File: src/rtl/lisa_qspi_arb_pkg.sv
// Shared definitions for the N-client QSPI arbiter.
//   arb_state_t : arbiter FSM states (IDLE, REQ, XFER)
//   clog2_min1  : index width for a client count, never less than 1 bit
package lisa_qspi_arb_pkg;

  typedef enum logic [1:0] {
    IDLE = 2'd0,
    REQ  = 2'd1,
    XFER = 2'd2
  } arb_state_t;

  function automatic int clog2_min1(input int n);
    int w;
    w = 1;
    for (int i = 1; i < 32; i++) begin
      if ((1 << i) < n) w = i + 1;
    end
    return w;
  endfunction

endpackage

File: src/rtl/lisa_rr_pick.sv
// Combinational rotating-priority picker.
//   req     : request vector (already masked to the round-robin set)
//   ptr     : index with highest priority this round
//   win     : one-hot winner (zero when nothing requests)
//   win_idx : binary index of the winner
//   any     : at least one request present
module lisa_rr_pick #(
  parameter int N     = 4,
  parameter int IDX_W = 2
) (
  input  logic [N-1:0]     req,
  input  logic [IDX_W-1:0] ptr,
  output logic [N-1:0]     win,
  output logic [IDX_W-1:0] win_idx,
  output logic             any
);

  always_comb begin : scan
    int j;
    win     = '0;
    win_idx = '0;
    any     = 1'b0;
    for (int k = 0; k < N; k++) begin
      // walk upward from ptr, wrapping at N
      j = int'(ptr) + k;
      if (j >= N) j = j - N;
      if (!any && req[j]) begin
        any     = 1'b1;
        win[j]  = 1'b1;
        win_idx = IDX_W'(j);
      end
    end
  end

endmodule

File: src/rtl/lisa_qspi_arbiter_n.sv
// N-client round-robin arbiter in front of a single QSPI controller.
// Client 0 (debugger) may optionally take absolute priority at arbitration.
// A granted client keeps the bus across transfers while it holds c_lock,
// and a watchdog aborts transfers that stall for tmo_limit cycles.
//   clk, rst            : clock, asynchronous active-high reset
//   c_addr .. c_lock    : per-client request fields, client i at slice i
//   c_rdata, c_ready,
//   c_xfer_done, c_err  : per-client responses, only the granted client sees them
//   grant               : registered one-hot grant
//   tmo_limit           : watchdog limit in cycles, 0 disables it
//   addr .. valid       : granted client's fields towards the controller
//   rdata, ready,
//   xfer_done           : controller responses
module lisa_qspi_arbiter_n
  import lisa_qspi_arb_pkg::*;
#(
  parameter int N_CLIENTS    = 4,
  parameter int CHIP_SELECTS = 2,
  parameter int ADDR_W       = 24,
  parameter int DATA_W       = 16,
  parameter int LEN_W        = 4,
  parameter int PRIO0_EN     = 1,
  parameter int TMO_W        = 8
) (
  input  logic                             clk,
  input  logic                             rst,
  input  logic [N_CLIENTS*ADDR_W-1:0]       c_addr,
  input  logic [N_CLIENTS*DATA_W-1:0]       c_wdata,
  input  logic [N_CLIENTS*2-1:0]            c_wstrb,
  input  logic [N_CLIENTS-1:0]              c_valid,
  input  logic [N_CLIENTS-1:0]              c_ready_ack,
  input  logic [N_CLIENTS*LEN_W-1:0]        c_xfer_len,
  input  logic [N_CLIENTS*CHIP_SELECTS-1:0] c_ce_ctrl,
  input  logic [N_CLIENTS-1:0]              c_lock,
  output logic [N_CLIENTS*DATA_W-1:0]       c_rdata,
  output logic [N_CLIENTS-1:0]              c_ready,
  output logic [N_CLIENTS-1:0]              c_xfer_done,
  output logic [N_CLIENTS-1:0]              c_err,
  output logic [N_CLIENTS-1:0]              grant,
  input  logic [TMO_W-1:0]                  tmo_limit,
  output logic [ADDR_W-1:0]                 addr,
  output logic [DATA_W-1:0]                 wdata,
  output logic [1:0]                        wstrb,
  output logic [LEN_W-1:0]                  xfer_len,
  output logic [CHIP_SELECTS-1:0]           ce_ctrl,
  output logic                              ready_ack,
  output logic                              valid,
  input  logic [DATA_W-1:0]                 rdata,
  input  logic                              ready,
  input  logic                              xfer_done
);

  localparam int IDX_W = clog2_min1(N_CLIENTS);
  localparam logic [IDX_W-1:0] RR_FIRST_IDX = IDX_W'((PRIO0_EN != 0) ? 1 : 0);
  localparam logic [IDX_W-1:0] LAST_IDX     = IDX_W'(N_CLIENTS - 1);
  // client 0 is excluded from the rotation when it has fixed priority
  localparam logic [N_CLIENTS-1:0] RR_MASK =
    (PRIO0_EN != 0) ? {{(N_CLIENTS-1){1'b1}}, 1'b0} : {N_CLIENTS{1'b1}};

  arb_state_t           state, state_nxt;
  logic [N_CLIENTS-1:0] grant_nxt;
  logic [IDX_W-1:0]     gidx, gidx_nxt;
  logic [IDX_W-1:0]     rr_ptr, rr_ptr_nxt;
  logic [TMO_W-1:0]     tmo_cnt, tmo_cnt_nxt;
  logic [N_CLIENTS-1:0] rr_req, pick_win;
  logic [IDX_W-1:0]     pick_idx;
  logic                 pick_any;
  logic                 busy, g_valid, g_lock, done_evt, tmo_hit, take_prio0;
  logic                 finish, drop;

  assign rr_req     = c_valid & RR_MASK;
  assign busy       = (state == REQ) || (state == XFER);
  assign g_valid    = c_valid[gidx];
  assign g_lock     = c_lock[gidx];
  // in REQ a completion only counts when it arrives together with ready
  assign done_evt   = xfer_done && ((state == XFER) || ((state == REQ) && ready));
  // a real completion beats a watchdog hit in the same cycle
  assign tmo_hit    = busy && (tmo_limit != '0) && (tmo_cnt == tmo_limit) && !done_evt;
  assign take_prio0 = (PRIO0_EN != 0) && c_valid[0];

  lisa_rr_pick #(
    .N     (N_CLIENTS),
    .IDX_W (IDX_W)
  ) u_pick (
    .req     (rr_req),
    .ptr     (rr_ptr),
    .win     (pick_win),
    .win_idx (pick_idx),
    .any     (pick_any)
  );

  always_comb begin
    state_nxt   = state;
    grant_nxt   = grant;
    gidx_nxt    = gidx;
    rr_ptr_nxt  = rr_ptr;
    tmo_cnt_nxt = tmo_cnt;
    finish      = 1'b0;
    drop        = 1'b0;

    // watchdog: restart on every word, saturate instead of wrapping
    if (busy) begin
      if (ready)                tmo_cnt_nxt = '0;
      else if (tmo_cnt != '1)   tmo_cnt_nxt = tmo_cnt + TMO_W'(1);
    end

    unique case (state)
      IDLE: begin
        if (take_prio0) begin
          state_nxt   = REQ;
          grant_nxt   = N_CLIENTS'(1);
          gidx_nxt    = '0;
          tmo_cnt_nxt = '0;
        end else if (pick_any) begin
          state_nxt   = REQ;
          grant_nxt   = pick_win;
          gidx_nxt    = pick_idx;
          tmo_cnt_nxt = '0;
          rr_ptr_nxt  = (pick_idx == LAST_IDX) ? RR_FIRST_IDX : pick_idx + IDX_W'(1);
        end
      end
      REQ: begin
        if (tmo_hit)       drop      = 1'b1;
        else if (done_evt) finish    = 1'b1;
        else if (ready)    state_nxt = XFER;
        else if (!g_valid) drop      = 1'b1;
      end
      XFER: begin
        if (done_evt)     finish = 1'b1;
        else if (tmo_hit) drop   = 1'b1;
      end
      default: drop = 1'b1;
    endcase

    // locked owner with another request pending keeps the bus
    if (finish) begin
      if (g_lock && g_valid) begin
        state_nxt   = REQ;
        tmo_cnt_nxt = '0;
      end else begin
        drop = 1'b1;
      end
    end

    if (drop) begin
      state_nxt   = IDLE;
      grant_nxt   = '0;
      gidx_nxt    = '0;
      tmo_cnt_nxt = '0;
    end
  end

  always_ff @(posedge clk or posedge rst) begin
    if (rst) begin
      state   <= IDLE;
      grant   <= '0;
      gidx    <= '0;
      rr_ptr  <= RR_FIRST_IDX;
      tmo_cnt <= '0;
    end else begin
      state   <= state_nxt;
      grant   <= grant_nxt;
      gidx    <= gidx_nxt;
      rr_ptr  <= rr_ptr_nxt;
      tmo_cnt <= tmo_cnt_nxt;
    end
  end

  // gidx rests at 0 without a grant, so the mux shows client 0 then
  assign valid     = (state == REQ) && g_valid;
  assign addr      = c_addr[int'(gidx)*ADDR_W +: ADDR_W];
  assign wdata     = c_wdata[int'(gidx)*DATA_W +: DATA_W];
  assign wstrb     = c_wstrb[int'(gidx)*2 +: 2];
  assign xfer_len  = c_xfer_len[int'(gidx)*LEN_W +: LEN_W];
  assign ce_ctrl   = c_ce_ctrl[int'(gidx)*CHIP_SELECTS +: CHIP_SELECTS];
  assign ready_ack = c_ready_ack[gidx];

  always_comb begin
    c_rdata = '0;
    for (int i = 0; i < N_CLIENTS; i++) begin
      if (grant[i]) c_rdata[i*DATA_W +: DATA_W] = rdata;
    end
  end

  assign c_ready     = grant & {N_CLIENTS{ready}};
  assign c_xfer_done = grant & {N_CLIENTS{xfer_done | tmo_hit}};
  assign c_err       = grant & {N_CLIENTS{tmo_hit}};

endmodule
File: config.mk
export PLATFORM = sky130hd
export DESIGN_NAME = lisa_qspi_arbiter_n
export DESIGN_NICKNAME = d
export VERILOG_FILES = /design/src/rtl/lisa_qspi_arb_pkg.sv /design/src/rtl/lisa_rr_pick.sv /design/src/rtl/lisa_qspi_arbiter_n.sv
export SDC_FILE = /design/constraint.sdc
export NUM_CORES = 1
export LEC_CHECK = 0
export CELL_PAD_IN_SITES_DETAIL_PLACEMENT = 1
export CELL_PAD_IN_SITES_GLOBAL_PLACEMENT = 2
export CORE_MARGIN = 2
export CORE_UTILIZATION = 29
export CTS_BUF_LIST = sky130_fd_sc_hd__clkbuf_16
export DETAILED_ROUTE_END_ITERATION = 6
export PLACE_DENSITY = 0.84
export SYNTH_ARGS = -nofsm -noshare
export SYNTH_HDL_FRONTEND = slang
export SYNTH_HIERARCHICAL = 1
export SYNTH_SLANG_ARGS = --single-unit
export TNS_END_PERCENT = 30
File: constraint.sdc
create_clock -name clk -period 6.1 [get_ports clk]
set_input_delay 1.83 -clock clk [delete_from_list [all_inputs] [get_ports clk]]
set_output_delay 1.83 -clock clk [all_outputs]
set_load 0.01 [all_outputs]
==> results_dict.tcl, run 1 <==
set metrics [dict create \
    status "finished clean" \
    setup_slack_ps 134 \
    leakagePower_nw 6.85 \
    hold_viol 0 \
    final_cell_mix "clkdlybuf4s50_1, buf_4, nand2_1" \
    num_antenna_cells 0 \
    cts_buffer_depth 2 \
    crit_fanout 16 \
    cts_tree "built" \
    num_rows 80 \
    vdd_drop_max_v 0.000230 \
    routed_wirelength_um 78100 \
    gp_congestion 1.03 \
    p_sw_mw 5.57 \
    final_util 0.406 \
    initial_utilization 0.294 \
    cts_sinks 52 \
    hold_buffers 0 \
    min_period_ps 5970 \
    synth_seq_cells 52 \
    power_frac_clock 0.030 \
    synthDistinctLibCells 95 \
    num_vias 17443 \
    cts_inserted_buffers 5 \
    critPathKind "flip-flop to flip-flop" \
    relSlewSlack 0.188 \
    vias_per_cell 6.05 \
    grt_pass1_wl_um 116000 \
    rsz0062_at_grt "yes" \
    yosysWarningCount 6 \
    whs_ps 565 \
    wl_met2_um 36500 \
    die_h_um 224 \
    cts-root-buf "clkbuf_16" \
    power_frac_seq 0.073 \
    syn_avg_cell_area_um2 7.56 \
    max_stage_delay_ps 560 \
    cp.arrival_ps 6160 \
    die_area_um2 50200 \
    insertion_delay_ps 300 \
    clkTransAtPathRegs_ps 70 \
    maxCapViolCount 0 \
    grt_overflow 0 \
    port_buffers 361 \
    synthTopCellsByArea "mux4_2, dfrtp_1, xnor2_1" \
    layout-area-overhead-vs-synth_pct 37.9 \
    hold_path_class "flip-flop to flip-flop" \
    path_cells "buf_4, ha_1, buf_4, nand2_1, nor4_2, buf_4, xnor2_1, and4_1, nand4_2, nor4_4, buf_4, nor2_1, o21ai_0, or3b_1, buf_4, nor4_1, nand4_1, nor2_1, buf_4, a21oi_1, and3b_1" \
    endpoint_kind "flip-flop" \
    pwr-share-comb 0.897 \
    core_area_um2 47700 \
    grtUsageTotal 0.302 \
    yosysTopAreaCell "mux4_2" \
    synth_ff_type "dfrtp_1" \
    maxUsedRoutingLayer "met4" \
    layout_commonest_cell "clkdlybuf4s50_1" \
    tightest_slew_ps 1200 \
    finalSetupViolCount 0 \
    p_sw_frac 0.577 \
    hpwl_um 65900 \
    clock_skew_ps 8.24 \
    max_freq_ghz 0.168 \
    firstDrtPassIters 5 \
    die_x_um 224 \
    finalCritPeriodShare 0.978 \
    synth_seq_area_share 0.0927 \
    fin_nets 2530 \
    synth_top_area_share 0.106 \
    required_ps 6290 \
    synthCells 1858 \
    synth_edf_count 0 \
    drive_gt1_frac 0.143 \
    ant_nets 0 \
    cts_htree_levels 2 \
    power.internal_mw 4.08 \
    async_flop_share 1.00 \
    crit_slowest_cell "o21ai_0" \
    cellPowerDensity_nw_per_um2 498 \
    timing.final.max_slew_violations 0 \
    grt_pass1_vias 18058 \
    drtIter0Drc 1412 \
    cp-start-kind "flip-flop" \
    dp_slack_ps -69.7 \
    wl_met3_um 5580 \
    wl_met1_um 32500 \
    ios 362 \
    antenna_found_initial 2 \
    synth.cell_area_um2 14100 \
    crit_top_cell "buf_4" \
    drc 0 \
    avgRoutedWirePerCell_um 27.1 \
    grt_max_degree 63 \
]
[synthesized netlist by cell type (17+ instances only)]
cell type	number
o21ai_0	70
nand3_1	97
buf_2	40
mux2i_1	52
a22oi_1	24
nand2_1	143
ha_1	31
inv_1	35
o21a_1	17
nand4_1	72
xnor2_1	115
nor4_1	69
nor2_1	119
or4_1	28
clkbuf_1	72
and4_1	21
nor2b_1	52
o21ai_1	19
mux4_2	66
o31ai_1	21
and2_1	97
dfrtp_1	51
or3_1	36
and3_1	23
nor3_1	71
xor2_1	68
a21oi_1	63
[repair_timing]
item	CTS	global route
pin swaps	0	2
gates resized for setup	1	11
buffers inserted	0	1
hold endpoints to repair	0	0
setup endpoints to repair	1	15
[kinds of logic (layout without fill, tap and decap cells)]
group,after synthesis,after routing,synth area share
other,1,3,0.000267
AND/OR/NAND/NOR,918,918,0.376
adder cells (fa/ha/maj),32,32,0.0290
flip-flops,52,52,0.0927
AO/OA/AOI/OAI,367,367,0.179
buffers and inverters,175,582,0.0562
multiplexers,129,129,0.152
XOR/XNOR,184,184,0.116
[critical path: cells and delay by family (launching register included)]
kind	cells	cell delay (ps)
xor gates and xnor gates	1	320
buffers and inverters	6	1200
and+or+nand+nor	11	2950
AOI/OAI and AO/OA	2	610
adders and majority gates	1	320
DFF	1	410
[power by group through the flow]
stage          Clock (mW)  Sequential (mW)  Combinational (mW)
4_1_cts             0.298            0.706                8.46
5_1_grt             0.314            0.725                9.20
3_5_place_dp            0            0.714                8.41
3_3_place_gp            0            0.705                8.27
2_1_floorplan           0            0.547                4.95
6_report            0.291            0.707                8.65
[registers in the layout, summed over array words and instances (netlist names)]
register  count
rr_ptr       32
tmo_cnt       8
gidx          6
grant         4
state         2
[metrics by stage]
step | total power, mW | instance area [µm²] | std cells | TNS [ps]
2_1_floorplan | 5.49 | 14100 | 1860 | 0
3_3_place_gp | 8.98 | 19200 | 2873 | 0
3_5_place_dp | 9.12 | 19200 | 2873 | -69.7
4_1_cts | 9.47 | 19300 | 2881 | 0
5_1_grt | 10.2 | 19400 | 2882 | -17.8
6_report | 9.65 | 19400 | 2882 | 0
[metal layers]
metal	global-route usage	up-vias
li1	-	7887
met1	0.389	8654
met2	0.500	762
met3	0.0517	140
met4	0.125	0
met5	0	-
[path summary, 6_finish.rpt]
path                            from          to  slack [ps]  cells past startpoint
max                        rr_ptr[1]  rr_ptr[31]         130                     21
min                        rr_ptr[0]   rr_ptr[0]         560                      2
max reg2reg                rr_ptr[1]  rr_ptr[31]         130                     21
min reg2reg                rr_ptr[0]   rr_ptr[0]         560                      2
max in group asynchronous        rst   rr_ptr[0]        3370                      3
min in group asynchronous        rst  rr_ptr[21]        1900                      2
[layout make-up]
cell class                 instances  area [µm²]
multi-input combinational       1633       12000
inverter                          36         135
tap                              615         769
fill                            5796       28400
clock inverter                     3        20.0
sequential                        52        1310
clock buffer                       5         125
timing repair buffer             538        4980
Power figures use the tool's default switching activity.
==> run 2: changes to the inputs <==
Settings changed: CORE_ASPECT_RATIO set to 0.75.
==> run 2 against run 1 <==
  * Combinational power increased by 5.2%
  * Sequential power increased by 7.5%
  * Clock power fell by 2%
  * Flip-flop and latch count stayed put
  * Cell count is 3.1% higher
  * Design area grew 2.4%
  * Power up 5.2%
  * Maximum frequency rose by 0.14%
  * Critical path type is now primary input to primary output
  * Largest cell class unchanged
  * Largest power group unchanged
  * Highest routed layer is now met5
==> results_dict.tcl, run 2 (synthesis gave the netlist of run 1 again) <==
set metrics [dict create \
    cts_htree_levels 2 \
    clkTransAtPathRegs_ps 60 \
    hpwl_um 72100 \
    fin_cells 2972 \
    clock_skew_ps 9.16 \
    endpoint_kind "primary output" \
    max_freq_ghz 0.168 \
    critPathKind "primary input to primary output" \
    cp-start-kind "primary input" \
    gp_congestion 1.08 \
    required_ps 4270 \
    die_x_um 258 \
    cellPowerDensity_nw_per_um2 511 \
    layout_commonest_cell "clkdlybuf4s50_1" \
    grt_overflow 0 \
    pwr-share-comb 0.897 \
    top_regs "rr_ptr: 32 flops, tmo_cnt: 8 flops, gidx: 6 flops" \
    status "finished clean" \
    grt_max_degree 115 \
    power_mw 10.1 \
    crit_fanout 5 \
    timing.final.max_slew_violations 0 \
    firstDrtPassIters 5 \
    ios 362 \
    fin_nets 2589 \
    relSlewSlack 0.326 \
    cts_buffer_depth 2 \
    regMostFlops "rr_ptr" \
    finalCritPeriodShare 0.977 \
    tightest_slew_ps 1010 \
    power_frac_clock 0.028 \
    cp.arrival_ps 4130 \
    cts_tree "built" \
    grt_pass1_vias 17942 \
    cts-root-buf "clkbuf_16" \
    largest_reg_flops 32 \
    num_rows 69 \
    num_vias 18100 \
    dp.cells 2954 \
    p_sw_mw 5.88 \
    die_h_um 195 \
    die_area_um2 50300 \
    hold_viol 0 \
    antenna_found_initial 15 \
    hold_path_class "flip-flop to flip-flop" \
    port_buffers 361 \
    core_area_um2 47600 \
    power.internal_mw 4.26 \
    cts_sinks 52 \
    finalSetupViolCount 0 \
    routed_wirelength_um 85600 \
    vias_per_cell 6.09 \
    ant_nets 0 \
    leakagePower_nw 7.18 \
    initial_utilization 0.295 \
    startpoint "tmo_limit[7]" \
    rr_startpoint "rr_ptr[3]" \
    cts_inserted_buffers 5 \
    avgRoutedWirePerCell_um 28.8 \
    ff_latch_area_um2 1310 \
    drive_gt1_frac 0.166 \
    power_frac_seq 0.075 \
    final_cell_mix "clkdlybuf4s50_1, buf_4, nand2_1" \
    maxCapViolCount 0 \
    drtIter0Drc 2171 \
    fillers 5744 \
    min_period_ps 5960 \
    grt_pass1_wl_um 123000 \
    insertion_delay_ps 310 \
    worstHoldStart "gidx[5]" \
    rrSetupSlack_ps 150 \
    drc 0 \
    multi_input_area_um2 12000 \
    grtUsageTotal 0.328 \
    p_sw_frac 0.580 \
    layout-area-overhead-vs-synth_pct 41.3 \
    vdd_drop_max_v 0.000211 \
]
## run 2: cell count changes in the layout (fill, tap and decap cells not counted), sizes merged
| cell | before | now |
|---|---|---|
| buf | 177 | 236 |
| diode | 0 | 7 |
| clkdlybuf4s50 | 361 | 357 |
| dlymetal6s2s | 0 | 4 |
| clkinv | 2 | 4 |
| clkinvlp | 1 | 0 |
| inv | 36 | 35 |
## run 2: final cells by class
class	count	area share
tap	639	0.0403
clock buffer	5	0.00630
antenna	7	0.000882
multi-input combinational	1633	0.605
clock inverter	3	0.000693
timing repair buffer	597	0.274
sequential	52	0.0660
inverter	36	0.00681
## run 2: per-layer routing
layer | up-vias | global-route usage | share of wire
met5 | - | 0 | 0.0011
met4 | 14 | 0.0679 | 0.022
met3 | 122 | 0.134 | 0.13
met2 | 886 | 0.458 | 0.40
met1 | 9069 | 0.467 | 0.44
li1 | 8009 | - | -
## run 2: final timing paths
check,endpoint,cells past startpoint
max,c_xfer_done[1],8
max in group asynchronous,rr_ptr[0],3
min,gidx[5],2
max reg2reg,rr_ptr[1],24
min reg2reg,gidx[5],2
min in group asynchronous,tmo_cnt[5],2
## run 2: stage by stage
stage                     TNS, ps  hold WS, ps  setup WS (ps)  instance area, µm²   util
after global placement       -905          539           -234               19600  0.412
after global routing         -120          622          -37.8               19800  0.417
after detailed placement     -606          567           -166               19600  0.412
after CTS                       0          582           37.0               19800  0.416
final                           0          570            142               19900  0.417
after floorplan                 0          445            864               14100      -
## run 2: timing repair
item	4_1_cts	5_1_grt
hold buffers	0	0
setup buffers	0	3
pin swaps	0	3
endpoints found under the setup margin	4	25
resized for setup	2	13
## run 2: critical path, stage by stage
cell and delay [ps]:
clkdlybuf4s50_1 450, xor2_1 200, nor4_2 440, buf_4 190, a41oi_1 110, buf_4 180
nor2b_1 160, clkdlybuf4s50_1 560
## run 2: power by group through the flow
stage | Sequential [mW] | Clock (mW) | Combinational [mW]
global placement | 0.749 | 0 | 8.58
CTS | 0.752 | 0.291 | 8.81
finish | 0.760 | 0.284 | 9.10
global route | 0.777 | 0.306 | 9.56
floorplan | 0.547 | 0 | 4.95
detailed placement | 0.759 | 0 | 8.75
